### config.mk
export PLATFORM = sky130hd
export DESIGN_NAME = pipe_stage_reg
export DESIGN_NICKNAME = d
export VERILOG_FILES = /design/src/rtl/pipe_stage_reg.sv
export SDC_FILE = /design/constraint.sdc
export NUM_CORES = 1
export LEC_CHECK = 0
export ABC_AREA = 1
export BUFFER_PORTS_ARGS = -buffer_cell sky130_fd_sc_hd__buf_2
export CAP_MARGIN = 20
export CORE_MARGIN = 1
export CORE_UTILIZATION = 37
export DETAILED_ROUTE_END_ITERATION = 10
export SKIP_LAST_GASP = 1
export SYNTH_ARGS = -nofsm -noshare
export SYNTH_HDL_FRONTEND = slang
export SYNTH_SLANG_ARGS = --single-unit
export TNS_END_PERCENT = 100
### constraint.sdc
create_clock -name clk -period 3.4 [get_ports clk]
set_clock_uncertainty 0.05 [all_clocks]
set_input_delay 0.68 -clock clk [delete_from_list [all_inputs] [get_ports clk]]
set_output_delay 0.68 -clock clk [all_outputs]
set_load 0.05 [all_outputs]
### src/rtl/pipe_stage_reg.sv
// Elastic pipeline stage: one main register plus one skid register, so the
// upstream ready is registered and never depends on the downstream ready.
module pipe_stage_reg #(
  parameter int unsigned DATA_W = 256,
  parameter int unsigned CTRL_W = 11,
  parameter int unsigned CNT_W  = 16
) (
  input  logic              clk,
  input  logic              rst,
  input  logic              in_valid,
  output logic              in_ready,
  input  logic [DATA_W-1:0] in_data,
  input  logic [CTRL_W-1:0] in_ctrl,
  output logic              out_valid,
  input  logic              out_ready,
  output logic [DATA_W-1:0] out_data,
  output logic [CTRL_W-1:0] out_ctrl,
  input  logic              flush,
  output logic [1:0]        occupancy,
  output logic [CNT_W-1:0]  stall_cnt
);

  typedef enum logic [1:0] {
    EMPTY = 2'b00,
    FULL  = 2'b01,
    SKID  = 2'b11
  } state_e;

  state_e              state_q, state_d;
  logic                in_ready_q;
  logic [DATA_W-1:0]   main_data_q, main_data_d;
  logic [CTRL_W-1:0]   main_ctrl_q, main_ctrl_d;
  logic [DATA_W-1:0]   skid_data_q, skid_data_d;
  logic [CTRL_W-1:0]   skid_ctrl_q, skid_ctrl_d;
  logic [CNT_W-1:0]    stall_q, stall_d;

  logic main_v, skid_v;
  logic xfer_in, xfer_out;
  logic main_load_in, main_load_skid, skid_load;

  assign main_v   = (state_q != EMPTY);
  assign skid_v   = (state_q == SKID);
  assign xfer_in  = in_valid && in_ready_q;
  assign xfer_out = main_v && out_ready;

  // Flush overrides every transition; loads are suppressed so only the
  // valid bits clear and the stale payload is masked at the output.
  always_comb begin
    state_d        = state_q;
    main_load_in   = 1'b0;
    main_load_skid = 1'b0;
    skid_load      = 1'b0;
    if (flush) begin
      state_d = EMPTY;
    end else begin
      case (state_q)
        EMPTY: begin
          if (xfer_in) begin
            main_load_in = 1'b1;
            state_d      = FULL;
          end
        end
        FULL: begin
          case ({xfer_out, xfer_in})
            2'b11: main_load_in = 1'b1;
            2'b10: state_d = EMPTY;
            2'b01: begin
              skid_load = 1'b1;
              state_d   = SKID;
            end
            default: state_d = FULL;
          endcase
        end
        SKID: begin
          if (xfer_out) begin
            main_load_skid = 1'b1;
            state_d        = FULL;
          end
        end
        default: state_d = EMPTY;
      endcase
    end
  end

  always_comb begin
    main_data_d = main_data_q;
    main_ctrl_d = main_ctrl_q;
    skid_data_d = skid_data_q;
    skid_ctrl_d = skid_ctrl_q;
    if (main_load_in) begin
      main_data_d = in_data;
      main_ctrl_d = in_ctrl;
    end else if (main_load_skid) begin
      main_data_d = skid_data_q;
      main_ctrl_d = skid_ctrl_q;
    end
    if (skid_load) begin
      skid_data_d = in_data;
      skid_ctrl_d = in_ctrl;
    end
  end

  always_comb begin
    stall_d = stall_q;
    if (main_v && !out_ready && (stall_q != '1)) begin
      stall_d = stall_q + CNT_W'(1);
    end
  end

  always_ff @(posedge clk or negedge rst) begin
    if (!rst) begin
      state_q     <= EMPTY;
      in_ready_q  <= 1'b1;
      main_data_q <= '0;
      main_ctrl_q <= '0;
      skid_data_q <= '0;
      skid_ctrl_q <= '0;
      stall_q     <= '0;
    end else begin
      state_q     <= state_d;
      in_ready_q  <= (state_d != SKID);
      main_data_q <= main_data_d;
      main_ctrl_q <= main_ctrl_d;
      skid_data_q <= skid_data_d;
      skid_ctrl_q <= skid_ctrl_d;
      stall_q     <= stall_d;
    end
  end

  assign in_ready  = in_ready_q;
  assign out_valid = main_v;
  assign out_data  = main_data_q;
  assign out_ctrl  = main_v ? main_ctrl_q : '0;
  assign occupancy = {1'b0, main_v} + {1'b0, skid_v};
  assign stall_cnt = stall_q;

endmodule

==> results.ini, run 1 <==
[run_status]
status=finished clean

[final_layout]
design_area_mm2=0.0298
multi_input_area_mm2=0.00807
final_cells=4205
syn2layout_area_growth_pct=23.4
final_core_util=0.462
drive_gt1_frac=0.220
fin_nets=3566
final_common_cell=nand3_1
regArea_mm2=0.0138
fillers=6439
final_cell_mix=784 x nand3_1, 615 x nand2_1, 557 x buf_2

[logic_synthesis]
syn_area_mm2=0.0241
ys_seq_elements=553
synthCells=2804
synth.distinct_cells=25
synth_top_area_frac=0.573
synth-async-reset-ratio=1.00
ys.flop_type=dfrtp_1
syn_nets=3082
synthTopCellsByArea=dfrtp_1 57%, nand3_1 16%, nand2_1 9.6%
syn_area_per_cell_um2=8.60
yosys.area.top_type=dfrtp_1
synth_edf_count=0
yosys_warnings=0
synth_seq_area_share=0.574

[timing]
fin_crit_ns=2.84
setup_ws_ns=0.557
finalHoldViolations=0
whs_ns=0.237
worstMarginPinSlew_ns=0.825
fmax_mhz=352
rsz0062_at_grt=no
finalSetupViolations=0
fin_tns_setup_ns=0
relSlewSlack=0.450
report.final.slew_viol_count=0
finalCritPeriodShare=0.836

[worst_hold_path]
worstHoldPathType=input pin to register

[placed_design]
dpl.cell_count=4080
place_hpwl_um=47000
place_area_mm2=0.0278
dp_slack_ns=0.833
portBuffers=558
place_congestion=0.822

[clock_tree]
clock_latency_ns=0.61
clk_pin_slew_ns=0.06
cts_tree=done
numCtsBuffers=60
cts-root-buf=clkbuf_16
h-tree-depth=2
cts_setup_buffers=0
clockBufferDepth=3
cts_sinks=553

[routing]
wl_per_cell_um=16.8
ant_nets=0
vias=20800
vias_per_cell=4.95
post-route-drc-count=0
drt_iter0_drc=1708
dr.pass1.iters=8
routed_wl_um=70700

[setup_path]
worstSetupPathType=register to primary output
critPathMaxFanout=14
required_ns=2.67
cp_slowest_cell=dfrtp_1
path_cells=inv_1 -> ha_1 -> buf_4 -> nor2_1 -> buf_2
end_kind=primary output
worst_ep_arrival_time_ns=2.11
crit_path_start_kind=register
critical_path.max_stage_delay_ns=0.43

[die]
fp-row-count=93
dieArea_mm2=0.0662
die_width_um=257
io_pins=559
dieHeight_um=257
start_util=0.374
core_mm2=0.0645

[power_and_ir_drop]
switching_share=0.435
comb_power_share=0.379
pwr_density_cell_mw_per_mm2=952
ir_drop_mv=0.505
p_total_mw=28.3
internal_power_mw=16.0
clock_power_share=0.227
power.leakage_nw=14.8
p_switching_mw=12.3
power.sequential.fraction=0.394

[grt]
grt_pass1_wl_um=112000
grt_pass1_vias=19800
grt_remaining_overflow=0
grt_busiest_layer=met2
use_met2=0.326
antenna_found_initial=26
track_usage=0.210
gr-usage-met3=0.0575
grt_max_degree=177
grt.met1_usage=0.282

[job]
drv_cap=0

power groups by stage:
stage	logic [mW]	registers, mW	clock network, mW
6_report	10.7	11.2	6.43
3_5_place_dp	10.8	11.2	0
4_1_cts	10.8	11.2	6.60
5_1_grt	11.6	11.5	6.86
3_3_place_gp	10.7	11.2	0
2_1_floorplan	3.49	15.4	0
synth_stat cells, types with 2 or more instances:
| cell | count |
|---|---|
| inv_1 | 294 |
| nor2_1 | 35 |
| nand4_1 | 8 |
| o211ai_1 | 11 |
| nand2_1 | 617 |
| nand3_1 | 784 |
| xnor2_1 | 7 |
| o21ai_0 | 119 |
| dfrtp_1 | 552 |
| buf_1 | 2 |
| ha_1 | 6 |
| buf_4 | 7 |
| o21ai_1 | 154 |
| buf_6 | 23 |
| clkbuf_1 | 63 |
| inv_2 | 2 |
| buf_2 | 112 |
worst paths after layout:
path | from | cells past startpoint | end | slack (ns)
min in group asynchronous | rst | 2 | skid_data_q[219]$_DFFE_PN0P_ | 0.57
setup reg to reg | state_q[0]$_DFF_PN0_ | 9 | main_ctrl_q[0]$_DFFE_PN0P_ | 0.93
hold reg to reg | skid_data_q[78]$_DFFE_PN0P_ | 2 | out_data[78]$_DFFE_PN0P_ | 0.45
max in group asynchronous | rst | 3 | out_data[104]$_DFFE_PN0P_ | 1.76
hold / removal | in_data[15] | 3 | skid_data_q[15]$_DFFE_PN0P_ | 0.24
setup / recovery | state_q[0]$_DFF_PN0_ | 5 | out_ctrl[8] | 0.56
flip-flops by register name, summed over array words and instances, names as in the netlist:
name         cells
in_ready         1
main_ctrl_q     11
out_data       256
skid_ctrl_q     11
skid_data_q    256
stall_cnt       16
state_q          2
per-layer routing:
layer	vias up	wire length (um)
met5	-	147
met2	623	32700
met1	9904	30800
li1	10100	-
met4	24	1880
met3	135	5160
cell type report:
type                    instances  area share
diodes                         13     0.00109
clock buffers                  93      0.0611
clock inverters                18     0.00446
inverters                     297      0.0380
multi-input cells            1747       0.271
flip-flops and latches        553       0.465
well taps                     855      0.0360
repair buffers                629       0.123
logic make-up (layout without fill, tap and decap cells):
kind of cell / Yosys count / after routing / share of synthesized area
and+or+nand+nor: 1447 / 1447 / 0.267
DFF: 553 / 553 / 0.574
buffers and inverters: 504 / 1037 / 0.0925
AOI/OAI and AO/OA: 287 / 287 / 0.0609
xor gates and xnor gates: 7 / 7 / 0.00254
adders and majority gates: 6 / 6 / 0.00311
other: 0 / 13 / 0
what timing repair did:
| action | 4_1_cts | 5_1_grt |
|---|---|---|
| resized for setup | 0 | 0 |
| endpoints found under the hold margin | 14 | 0 |
| hold buffers | 1 | 0 |
critical path, delay by kind of cell (launching register included):
family        cells  cell delay (ns)
fa+ha+maj         1             0.23
buf+inv           3             0.64
flops             1             0.43
simple gates      1             0.20
Note: power is estimated with default switching activity, not from simulation.
==> run 2, diff against run 1 <==
ABC_AREA = 0   (was 1)
clock period = 2.4 ns   (was 3.4 ns; I/O delays follow)
==> results.ini, run 2 <==
[run_status]
status=finished clean

[setup_path]
worst_ep_arrival_time_ns=1.80  ; -0.31 ns
end_kind=primary output
worstSetupPathType=register to primary output
cp_slowest_cell=dfrtp_1
critical_path.max_stage_delay_ns=0.34  ; -0.09 ns
critPathMaxFanout=8  ; -6
required_ns=1.87  ; -0.80 ns
crit_path_start_kind=register
cp_common_cell=buf_8
path_cells=inv_1 -> ha_4 -> buf_8 -> clkbuf_16 -> nor2b_4 -> buf_8

[timing]
relSlewSlack=0.636  ; +0.186
fmax_mhz=428
report.final.slew_viol_count=0  ; unchanged
fin_crit_ns=2.33
finalHoldViolations=0  ; unchanged
finalCritPeriodShare=0.973
finalSetupViolations=0  ; unchanged
worstMarginPinSlew_ns=0.546  ; -0.279 ns

[placed_design]
place_area_mm2=0.0274  ; -1.3%
dpl.cell_count=3185  ; -22%
place_congestion=0.813  ; -1.1%
place_hpwl_um=43500  ; -7.4%
portBuffers=558  ; unchanged

[routing]
wl_per_cell_um=18.3  ; +8.9%
vias_per_cell=4.89  ; -1.2%
routed_wl_um=60700  ; -14%
ant_nets=0  ; unchanged
dr.pass1.iters=5  ; -3
drt_iter0_drc=855  ; -50%
post-route-drc-count=0  ; unchanged
vias=16200  ; -22%

[power_and_ir_drop]
pwr_density_cell_mw_per_mm2=1290  ; +36%
p_total_mw=38.2  ; +35%
power.leakage_nw=13.3  ; -11%
ir_drop_mv=0.769  ; +52%

[die]
core_mm2=0.0619  ; -3.9%
io_pins=559  ; unchanged
dieHeight_um=253  ; -1.7%
die_width_um=253  ; -1.7%
fp-row-count=91  ; -2.2%
start_util=0.376  ; +0.00218
dieArea_mm2=0.0640  ; -3.3%

[grt]
grt_remaining_overflow=0  ; unchanged
grt_pass1_wl_um=94700  ; -16%
grt_pass1_vias=16800  ; -15%
grt_max_degree=68  ; -62%
track_usage=0.186  ; -0.0234
antenna_found_initial=17  ; -35%

[clock_tree]
numCtsBuffers=59  ; -1.7%
cts_sinks=553  ; unchanged
clock_latency_ns=0.61  ; about the same
clockBufferDepth=3  ; unchanged
clk_pin_slew_ns=0.06  ; about the same
cts_tree=done
h-tree-depth=2  ; unchanged
cts-root-buf=clkbuf_16

[logic_synthesis]
synth.distinct_cells=37  ; +48%
synth_seq_area_share=0.594  ; +0.0199
yosys.area.top_type=dfrtp_1
ys_seq_elements=553  ; unchanged
synthTopCellsByArea=dfrtp_1 59%, mux2_2 13%, mux2i_1 11%
synth_top_area_frac=0.593  ; +0.0199
synth-async-reset-ratio=1.00  ; unchanged
yosys.cell_count.top_type=dfrtp_1
synth_common_cells=552 x dfrtp_1, 276 x nand2_1, 268 x mux2_2, 267 x mux2i_1, 230 x o21ai_1
syn_nets=2113  ; -31%
yosys_warnings=0  ; unchanged
syn_area_per_cell_um2=12.7  ; +48%
ys.flop_type=dfrtp_1
synth_edf_count=0  ; unchanged
syn_area_mm2=0.0233  ; -3.4%
synthCells=1835  ; -35%

[final_layout]
final_common_cell=dfrtp_1
fin_nets=2704  ; -24%
final_cell_mix=552 x dfrtp_1, 547 x buf_2, 276 x nand2_1
design_area_mm2=0.0296  ; -0.48%
final_core_util=0.478  ; +0.0165
final_cells=3317  ; -21%
drive_gt1_frac=0.409  ; +0.189
syn2layout_area_growth_pct=27.0

[worst_hold_path]
worstHoldPathType=input pin to register

[job]
drv_cap=0  ; unchanged

==> run 2: cell types whose count changed after synthesis, moves of 14 or more <==
cell      before  now
buf_2        112   59
buf_8          0   15
clkbuf_1      63   29
inv_1        294    3
mux2_2         0  268
mux2i_1        0  267
nand2_1      617  276
nand3_1      784    4
nor2_1        35    4
o21ai_0      119   40
o21ai_1      154  230
xor2_1         0   14
==> run 2: timing repair <==
action | CTS | global route
gates cloned | 0 | 1
endpoints found under the hold margin | 47 | 0
hold buffers | 13 | 0
setup endpoints to repair | 10 | 11
buffers inserted | 0 | 3
resized for setup | 38 | 5
==> run 2: metal layers <==
layer | up-vias | GRT usage | share of wire
met5 | - | 0 | 0.0019
met4 | 18 | 0.0597 | 0.027
met3 | 117 | 0.0553 | 0.068
met2 | 403 | 0.320 | 0.50
met1 | 8110 | 0.223 | 0.40
li1 | 7580 | - | -
==> run 2: path summary, 6_finish.rpt <==
check / startpoint / end / slack, ns / cells past startpoint
worst max-delay path: state_q[1]$_DFF_PN0_ / out_ctrl[2] / 0.07 / 6
worst min-delay path: in_data[235] / out_data[235]$_DFFE_PN0P_ / 0.04 / 3
worst max register to register: state_q[1]$_DFF_PN0_ / out_data[116]$_DFFE_PN0P_ / 0.22 / 10
worst min register to register: stall_cnt[15]$_DFFE_PN0P_ / stall_cnt[15]$_DFFE_PN0P_ / 0.45 / 1
max in group asynchronous: rst / out_data[193]$_DFFE_PN0P_ / 1.06 / 3
min in group asynchronous: rst / skid_data_q[171]$_DFFE_PN0P_ / 0.35 / 2
==> run 2: through the flow <==
stage / hold WS (ns) / setup TNS (ns) / setup slack [ns]
CTS: 0.000310 / -0.0196 / -0.0152
detailed placement: 0.403 / 0 / 0.238
global placement: 0.394 / 0 / 0.292
floorplan: 0.134 / 0 / 0.156
global route: 0.00825 / -0.0616 / -0.0199
finish: 0.0387 / 0 / 0.0651
==> run 2: cells by family (layout without fill, tap and decap cells) <==
family,count (synthesis),in the layout,synth area share
buffers and inverters,125,761,0.0355
AO/OA/AOI/OAI,277,277,0.0603
flip-flops,553,553,0.594
adder cells (fa/ha/maj),6,6,0.00322
other,0,9,0
XOR/XNOR,14,14,0.00526
multiplexers,535,535,0.244
AND/OR/NAND/NOR,325,325,0.0579
==> run 2: worst max-delay path, delay by kind of cell (launching register included) <==
family / cells / cell delay (ns)
buffers and inverters: 4 / 0.56
DFF: 1 / 0.34
adders and majority gates: 1 / 0.18
and+or+nand+nor: 1 / 0.12
==> run 2: cell type report <==
type	instances	area [um2]
fill	5638	32300
sequential	553	13800
multi-input combinational	1157	8730
timing repair buffer	652	4090
clock buffer	86	1650
tap	837	1050
clock inverter	20	219
antenna	9	22.5
inverter	3	11.3
==> run 2: power by group <==
part | total [mW] | switching (mW) | internal (mW) | leakage (nW)
Sequential | 15.4 | 2.13 | 13.2 | 6.77
Clock | 8.88 | 3.71 | 5.17 | 0.922
Combinational | 14.0 | 9.40 | 4.57 | 5.56
==> run 3, diff against run 2 <==
REMOVE_ABC_BUFFERS = 1   (was default)
clock period = 2.92 ns   (was 2.4 ns; I/O delays follow)
==> results.ini, run 3 (synthesized netlist as in run 2, its figures left out) <==
[setup_path]
crit_start=state_q[0]$_DFF_PN0_
worst_ep_arrival_time_ns=2.04  ; +0.24 ns
required_ns=2.29  ; +0.42 ns
worstSetupPathType=register to primary output
crit_family=buffers and inverters
r2r_slack_ns=0.52  ; +0.30 ns
end_kind=primary output
critPathBufInv=3  ; -1
crit_path_start_kind=register
rr_startpoint=state_q[0]$_DFF_PN0_
path_cells=inv_1 -> ha_1 -> buf_4 -> nor2b_1 -> buf_2
critPathMaxFanout=19  ; +11
critical_path.max_stage_delay_ns=0.43  ; +0.09 ns
critical_path_depth=5  ; -1
worst-r2r-cell-count=8  ; -2
cp_slowest_cell=dfrtp_1

[grt]
grt_max_degree=82  ; +21%
track_usage=0.182  ; -0.00414
grt_pass1_wl_um=92800  ; -2.0%
grt_pass1_vias=16800  ; -0.33%
antenna_found_initial=26  ; +9
grt_remaining_overflow=0  ; unchanged

[clock_tree]
cts_setup_buffers=0  ; unchanged
h-tree-depth=2  ; unchanged
cts_sinks=553  ; unchanged
clockBufferDepth=3  ; unchanged
clock_latency_ns=0.60  ; about the same
clk_pin_slew_ns=0.06  ; about the same
cts-root-buf=clkbuf_16
cts_tree=done
numCtsBuffers=60  ; +1.7%

[timing]
rsz0062_at_grt=no
fin_crit_ns=2.67
finalCritPeriodShare=0.915
finalHoldViolations=0  ; unchanged
fmax_mhz=374
relSlewSlack=0.509  ; -0.127
finalSetupViolations=0  ; unchanged
fin_tns_setup_ns=0  ; unchanged
report.final.slew_viol_count=0  ; unchanged
setup_ws_ns=0.249  ; +0.184 ns
worstMarginPinSlew_ns=0.737  ; +0.190 ns

[placed_design]
dp_slack_ns=0.523  ; +0.285 ns
place_congestion=0.794  ; -2.3%
portBuffers=558  ; unchanged
place_hpwl_um=42800  ; -1.7%

[routing]
wl_per_cell_um=18.0  ; -1.5%
dr.pass1.iters=5  ; unchanged
ant_nets=0  ; unchanged
drt_iter0_drc=929  ; +8.7%
routed_wl_um=59500  ; -2.0%
post-route-drc-count=0  ; unchanged
vias=16100  ; -0.60%
vias_per_cell=4.89  ; about the same

[power_and_ir_drop]
ir_drop_mv=0.728  ; -5.3%
pwr_density_cell_mw_per_mm2=1080  ; -16%
power.leakage_nw=13.2  ; -0.71%

[die]
dieHeight_um=253  ; unchanged
fp-row-count=91  ; unchanged
core_mm2=0.0619  ; unchanged
start_util=0.376  ; unchanged
dieArea_mm2=0.0640  ; unchanged
die_width_um=253  ; unchanged
io_pins=559  ; unchanged

[worst_hold_path]
hold_depth=3  ; unchanged
worstHoldPathType=input pin to register
min-delay-start=in_data[238]

[run_status]
status=finished clean

[final_layout]
fillers=5691  ; +0.94%
final_cell_mix=557 x buf_2, 552 x dfrtp_1, 276 x nand2_1
drive_gt1_frac=0.407  ; -0.00138
fin_nets=2681  ; -0.85%
regArea_mm2=0.0138  ; unchanged
syn2layout_area_growth_pct=26.0
multi_input_area_mm2=0.00867  ; -0.75%
final_common_cell=buf_2

[job]
drv_cap=0  ; unchanged

run 3: metal layers:
layer  track usage  share of wire  vias up
met1         0.214           0.40     8003
met2         0.305           0.49      428
li1              -              -     7540
met4        0.0814          0.038       18
met5             0         0.0018        -
met3        0.0563          0.070      142
run 3: power by group:
| group | total [mW] | switching (mW) | internal, mW |
|---|---|---|---|
| combinational | 11.2 | 7.67 | 3.56 |
| clock | 7.97 | 3.03 | 4.94 |
| sequential | 12.6 | 1.75 | 10.9 |
run 3: area by class of cell:
cell class | instances | share of cell area
multi-input cells | 1157 | 0.295
clock buffers | 84 | 0.0597
diodes | 17 | 0.00145
flip-flops and latches | 553 | 0.471
clock inverters | 20 | 0.0117
well taps | 837 | 0.0357
repair buffers | 628 | 0.125
inverters | 3 | 0.000384
run 3: stage by stage:
| step | cell area (um2) | power, mW | std cells | hold WS, ns | util |
|---|---|---|---|---|---|
| finish | 29400 | 31.8 | 3299 | 0.152 | 0.474 |
| CTS | 29300 | 32.2 | 3282 | 0.0982 | 0.473 |
| floorplan | 22500 | 21.2 | 1713 | 0.238 | - |
| global placement | 27200 | 23.6 | 3177 | 0.435 | 0.439 |
| global route | 29300 | 33.4 | 3295 | 0.121 | 0.474 |
| detailed placement | 27200 | 24.1 | 3177 | 0.442 | 0.439 |
run 3: what timing repair did:
item / 4_1_cts / 5_1_grt
setup endpoints to repair: 0 / 0
resized for setup: 0 / 0
hold endpoints to repair: 52 / 0
hold buffers: 1 / 0
run 3: worst min-delay path, stage by stage:
cell and delay [ns]:
buf_2 0.09, nand2_1 0.04, o21ai_0 0.06
run 3: path summary, 6_finish.rpt:
kind,to
setup reg to reg,out_data[35]$_DFFE_PN0P_
hold / removal,out_data[238]$_DFFE_PN0P_
max in group asynchronous,in_ready$_DFF_PN1_
hold reg to reg,stall_cnt[10]$_DFFE_PN0P_
min in group asynchronous,skid_data_q[133]$_DFFE_PN0P_
setup / recovery,out_ctrl[10]
